===== config.mk =====
export PLATFORM = sky130hd
export DESIGN_NAME = crc_stream_engine
export DESIGN_NICKNAME = d
export VERILOG_FILES = /design/src/rtl/crc_stream_engine.sv
export SDC_FILE = /design/constraint.sdc
export NUM_CORES = 1
export LEC_CHECK = 0
export BUFFER_PORTS_ARGS = -buffer_cell sky130_fd_sc_hd__buf_2
export CORE_MARGIN = 2
export CORE_UTILIZATION = 35
export CTS_BUF_LIST = sky130_fd_sc_hd__clkbuf_2
export CTS_CLUSTER_SIZE = 30
export DETAILED_ROUTE_END_ITERATION = 10
export SKIP_LAST_GASP = 1
export SLEW_MARGIN = 10
export SYNTH_ARGS = -nofsm -noshare
export SYNTH_HDL_FRONTEND = slang
export SYNTH_SLANG_ARGS = --single-unit

===== constraint.sdc =====
create_clock -name clk -period 1.65 [get_ports clk]
set_input_delay 0.33 -clock clk [delete_from_list [all_inputs] [get_ports clk]]
set_output_delay 0.33 -clock clk [all_outputs]
set_load 0.05 [all_outputs]

===== src/rtl/crc_stream_engine.sv =====
// rtl/crc_stream_engine.sv - parametrised streaming CRC generator/checker
// Absorbs DATA_W-bit beats (lane 0 first) and holds the final CRC in a result slot.
module crc_stream_engine #(
  parameter int               CRC_W       = 16,
  parameter logic [CRC_W-1:0] POLY        = 16'h1021,
  parameter logic [CRC_W-1:0] INIT        = 16'hFFFF,
  parameter int               DATA_W      = 8,
  parameter bit               REFLECT_IN  = 1'b0,
  parameter bit               REFLECT_OUT = 1'b0,
  parameter logic [CRC_W-1:0] XOR_OUT     = '0,
  parameter logic [CRC_W-1:0] RESIDUE     = '0,
  localparam int              BYTES       = DATA_W / 8,
  localparam int              BW          = $clog2(BYTES + 1)
) (
  input  logic              clk,
  input  logic              reset,
  input  logic              init,
  input  logic              in_valid,
  output logic              in_ready,
  input  logic [DATA_W-1:0] data_in,
  input  logic              in_last,
  input  logic [BW-1:0]     in_bytes,
  output logic              out_valid,
  input  logic              out_ready,
  output logic [CRC_W-1:0]  crc_out,
  output logic              crc_ok,
  output logic              busy
);

  typedef enum logic {IDLE, ACTIVE} state_t;

  localparam logic [BW-1:0] BYTES_L = BW'(BYTES);

  state_t           state;
  logic [CRC_W-1:0] acc;
  logic [CRC_W-1:0] next_crc;
  logic [CRC_W-1:0] result;
  logic             accept;
  logic             use_partial;

  function automatic logic [7:0] rev8(input logic [7:0] b);
    logic [7:0] r;
    for (int k = 0; k < 8; k++) r[k] = b[7-k];
    return r;
  endfunction

  function automatic logic [CRC_W-1:0] rev_crc(input logic [CRC_W-1:0] c);
    logic [CRC_W-1:0] r;
    for (int k = 0; k < CRC_W; k++) r[k] = c[CRC_W-1-k];
    return r;
  endfunction

  // MSB-first bitwise LFSR step over one byte.
  function automatic logic [CRC_W-1:0] crc_byte(input logic [CRC_W-1:0] c, input logic [7:0] b);
    logic [CRC_W-1:0] r;
    logic             fb;
    r = c;
    for (int k = 7; k >= 0; k--) begin
      fb = r[CRC_W-1] ^ b[k];
      r  = {r[CRC_W-2:0], 1'b0} ^ (fb ? POLY : '0);
    end
    return r;
  endfunction

  assign in_ready    = (~out_valid | out_ready) & ~init;
  assign accept      = in_valid & in_ready;
  assign busy        = (state == ACTIVE);
  // in_bytes of 0 or >= BYTES selects every lane.
  assign use_partial = in_last && (in_bytes != '0) && (in_bytes < BYTES_L);

  always_comb begin
    next_crc = acc;
    for (int i = 0; i < BYTES; i++) begin
      if (!use_partial || (BW'(i) < in_bytes))
        next_crc = crc_byte(next_crc, REFLECT_IN ? rev8(data_in[8*i +: 8]) : data_in[8*i +: 8]);
    end
  end

  assign result = (REFLECT_OUT ? rev_crc(next_crc) : next_crc) ^ XOR_OUT;

  always_ff @(posedge clk or posedge reset) begin
    if (reset) begin
      state     <= IDLE;
      acc       <= INIT;
      out_valid <= 1'b0;
      crc_out   <= '0;
      crc_ok    <= 1'b0;
    end else begin
      if (out_valid && out_ready) out_valid <= 1'b0;
      if (init) begin
        state <= IDLE;
        acc   <= INIT;
      end else if (accept) begin
        if (in_last) begin
          state     <= IDLE;
          acc       <= INIT;
          crc_out   <= result;
          crc_ok    <= (result == RESIDUE);
          out_valid <= 1'b1;
        end else begin
          state <= ACTIVE;
          acc   <= next_crc;
        end
      end
    end
  end

endmodule


; ---- Word-level counts from Yosys, hierarchy flattened
; Cells that the tools add are included.
[word_totals]
mem_count = 0
latch_bits = 0
romBits = 0
register_bits = 35
in_bits = 15
ramBits = 0
wordCells = 55
out_inout_bits = 20
[op_classes]
magnitude_cmp = 2
div = 0
n_mul = 0
mux = 19
n_addsub = 0
bitwise = 21
n_shift = 0
eq_ne = 0
n_reduce_logical = 8
[op_table]
columns = operator, n
row1 = 16-bit by 13-bit XOR with 16-bit output, 8
row2 = 13-bit two-way mux, 8
row3 = 16-bit two-way mux, 4
row4 = 16-bit zero test, 1
row5 = 1-bit XOR, 8
row6 = 1-bit two-way mux, 7
row7 = 1-bit logical AND, 3
row8 = 3-bit AND reduction, 1
row9 = 1-bit AND, 2
row10 = 1-bit NOT, 2
row11 = 2-bit nonzero test, 1
row12 = 1-bit zero test, 1
row13 = 1-bit logical OR, 1
row14 = "1-bit < comparator, first input constant", 1
row15 = "1-bit < comparator, second input constant", 1
row16 = 1-bit OR, 1

; ---- Depth between registers and ports, before layout
[depth]
word_depth = 28
depth_mapped = 6
ltp_nobuf = 4

; ---- Least setup slack after synthesis
; No wires, ideal clock.
[synth_path]
kind = flip-flop to output port
start = reg out_valid
end = out in_ready
setup_slack_ns = -0.159
path_buffers = 0
path_stages_with_launch = 3
required_ns = 1.320
t_arrival_ns = 1.479
path_cell_list = dfrtp_1 nand2b_1 nor2b_1
[synth_between]
elab_chain_cells = 3
[synth_lines]
columns = item, line_no
row1 = from (decl), 23  ; output logic out_valid,
row2 = from (signal assigned), 85  ; out_valid <= 1'b0;
row3 = from (signal assigned), 89  ; if (out_valid && out_ready) out_valid <= 1'b0;
row4 = from (signal assigned), 99  ; out_valid <= 1'b1;
row5 = 1-bit NOT, 65  ; assign in_ready = (~out_valid | out_ready) & ~init;
row6 = 1-bit OR, 65
row7 = 1-bit AND, 65
row8 = to (decl), 19  ; output logic in_ready,
; Every way passes these cells.

; ---- Worst setup path after layout
; Same ends and word-level chain as after synthesis.

==> reports/qor_table.md <==
| Result | This run | Unit |
| --- | --- | --- |
| Number of hold buffers added after CTS | 0 | - |
| Layout cells sized above 1 | 45.0 | % |
| Cell type with the largest total area after synthesis | dfrtp_1 | - |
| Final Slew Violations | 0 | - |
| Largest fanout of any net on the critical path | 3 | - |
| Capturing element type of the critical path | primary output | - |
| Gp weighted congestion | 0.741 | - |
| LEAKAGE | 0.864 | nW |
| Seq. cell area | 896 | µm² |
| Die outline area | 5130 | µm² |
| Synth Instances | 127 | - |
| Async SR Flop Fraction | 100 | % |
| Overall power consumption | 2.87 | mW |
| Multiplexer share of the synthesized area | 3.52 | % |
| Dominant combinational cell family by area after synthesis | XOR/XNOR gates | - |
| Final Net Count | 183 | - |
| Final global-route overflow total | 0 | - |
| Detailed router's first-iteration violation count | 41 | - |
| Total clock buffers created by CTS | 5 | - |
| Peak supply drop | 0.000433 | V |
| Post-Synth XOR/XNOR Area | 16.9 | % |
| Most frequently used flop master after synthesis | dfrtp_1 | - |
| Simple-gate share of the synthesized area | 7.66 | % |
| Die Y | 71.6 | µm |
| Critical-path top delay cell | dfrtp_1 | - |
| CTS tree | done | - |
| Final Skew | 0.0150 | ns |
| Remaining design rule violation count | 0 | - |
| Run status | finished with violations | - |
| Worst Path Buf+Inv | 1 | - |
| Core ar. | 4380 | µm² |
| Min cycle time layout | 1.58 | ns |
| Routed vias | 1,082 | - |
| Filler Cells Inserted | 423 | - |
| Cell Area, Placed | 1850 | µm² |
| Final standard cell count with taps included and fillers excluded | 221 | - |
| Element type at the critical path start | flop | - |
| Worst R2R Path Depth | 4 | - |
| Data required time at the worst endpoint | 1.32 | ns |
| Maximum capacitance violations | 0 | - |
| Compound-cell area share of the yosys netlist | 13.5 | % |
| Tightest hold margin | -0.000811 | ns |
| Transition time at the pin with the least slew margin | 0.453 | ns |
| Placed Cells incl. Taps | 211 | - |
| Wire length of the first global-routing pass | 5600 | µm |
| Mean post-synth cell area | 12.6 | µm² |
| Total Neg Setup Slack | 0 | ns |
| Critical path class | reg -> out | - |
| Source-to-sink clock delay at the later pin of the worst-skew pair | 0.39 | ns |
| Final clock period utilization by the worst path | 95.6 | % |
| Top cell family by delay on the critical path | flip-flops | - |
| Worst-case headroom to the max-slew limit | 69.8 | % |
| Starting density of the core | 36.5 | % |
| Number of synthesis warnings | 0 | - |
| Site row count | 24 | - |
| Clock input transition at the sequential cells of the worst setup and hold paths | 0.17 | ns |
| Worst hold path class | in -> async | - |
| Width of the die | 71.6 | µm |
| Detailed Place HPWL | 2300 | µm |
| FF-to-FF Start | acc[14] | - |
| Power per cell area | 1500 | nW/µm² |
| Achievable Freq | 634 | MHz |
| Register area share after synthesis | 55.9 | % |
| Relative area change from synthesis to final layout | 19.6 | % |
| Cells traversed along the worst timing path | nand2b_1, nor2b_4, buf_6 | - |
| Post-synthesis adder-cell area fraction | 0 | % |
| Number of antenna repair diodes | 0 | - |
| Detailed-route vias per instance | 4.90 | - |
| Total setup violations reported at the end of the flow | 0 | - |
| Netlist area before placement | 1600 | µm² |
| Area share of the largest cell type after synthesis | 29.7 | % |
| Failing checks | negative hold slack | - |
| Ports | 35 | - |
| Most repeated cell in the gate-level netlist after synthesis | dfrtp_1 | - |
| Average wire per cell in the routed design | 14.8 | µm |
| Delay of the slowest cell on the worst path | 0.42 | ns |
| Number of failing hold endpoints at the final stage | 1 | - |
| Final instance area | 1920 | µm² |
| Remaining number of nets flagged by the antenna check after routing | 0 | - |
| GRT Resource Usage Total | 14.3 | % |
| First-pass iteration count of the detailed router | 3 | - |
| Final Routed Wirelength | 3270 | µm |
| Via count of the first global-routing pass | 1,098 | - |
| Initial antenna violation count | 0 | - |
| Flop-to-flop setup slack | 0.09 | ns |
| Flop and latch count out of synthesis | 35 | - |
| Port Buffer Count | 33 | - |
| Bufs on Longest Clock Path | 2 | - |
| Critical Path AT | 1.25 | ns |
| Master cell of the clock root buffer | clkbuf_2 | - |
| Synth cell count leaders | dfrtp_1, dfstp_2, nand2_1 | - |
| Post-synthesis cell type count | 25 | - |
| Maximum level of the CTS H-tree | 2 | - |
| Pin count of the biggest net entering global routing | 36 | - |
| RR Endpoint | crc_out[7] | - |
| Number of enable-type register cells in the synthesized netlist | 0 | - |
| Total clock sinks | 35 | - |
| Largest cells by area after synthesis | dfrtp_1, dfstp_2, xnor2_2, a2bb2oi_1, xor2_1 | - |
| Total area of multi-input combinational cells | 678 | µm² |
| Unrepaired setup endpoints after global routing | true | - |
| Syn_nets | 142 | - |
## metrics by stage
step	util [%]	worst slack, ns
floorplan	-	0.0673
global placement	42.1	0.0439
detailed placement	42.1	0.00886
CTS	43.0	0.0112
global route	43.7	-0.0185
finish	43.7	0.0724
## state kept, by name, indices dropped and copies added, names as in the netlist
register and flops:
crc_ok 1, acc 16, busy 1, out_valid 1, crc_out 16
## repair_timing
action,4_1_cts,5_1_grt
endpoints found under the hold margin,0,0
buffers inserted,0,2
setup endpoints to repair,1,9
gates resized for setup,1,3
pin swaps,0,1
## layout by cell type (no fill, tap or decap), drive strengths merged
master	synthesis	routed
buf	5	41
dfrtp	19	19
dfstp	16	16
xnor2	15	15
nand2	14	14
a2bb2oi	11	11
o21ai	11	11
xor2	9	9
clkbuf	2	6
o32a	5	5
mux2	5	5
nor4	3	3
nand2b	2	2
inv	2	2
clkinv	0	2
nor2b	2	2
nand3	1	1
nand4	1	1
nor3	1	1
a22o	1	1
nor2	1	1
o22ai	1	1
## per-layer routing
| layer | up-vias | GRT usage [%] | part of all wire [%] |
|---|---|---|---|
| met4 | 0 | 8.18 | 2.8 |
| met3 | 8 | 3.52 | 3.7 |
| met1 | 528 | 18.4 | 44 |
| li1 | 524 | - | - |
| met5 | - | 0 | 0 |
| met2 | 22 | 22.0 | 49 |
## worst min-delay path, delay by kind of cell
family	cells	cell delay, ns
buffers and inverters	3	0.52
## where the power goes
group          leakage, nW  total (mW)  switching, mW  internal [mW]
sequential           0.406        1.19          0.107           1.08
combinational        0.430        1.30          0.926          0.374
clock               0.0281       0.382          0.280          0.102
total                0.864        2.87           1.31           1.56
## how the worst max path moves through the flow
| stage | from | endpoint | slack, ns | cells after the start |
|---|---|---|---|---|
| global route | acc[12] | crc_out[5] | -0.02 | 4 |
| CTS | out_valid | in_ready | 0.01 | 3 |
| global placement | init | crc_out[4] | 0.04 | 6 |
| finish | out_valid | in_ready | 0.07 | 3 |
| floorplan | out_valid | crc_out[11] | 0.07 | 4 |
| detailed placement | init | crc_out[15] | 0.009 | 6 |
## logic make-up after synthesis
kind of cell / after synthesis
mux: 5
flops: 35
buf+inv: 9
xor+xnor: 24
compound gates: 29
simple gates: 25
## cell type report
class,instances,area share [%]
flip-flops and latches,35,46.8
repair buffers,41,12.1
clock buffers,6,1.57
inverters,2,0.392
multi-input cells,83,35.4
clock inverters,2,0.392
well taps,52,3.40
Power figures use the tool's default switching activity.
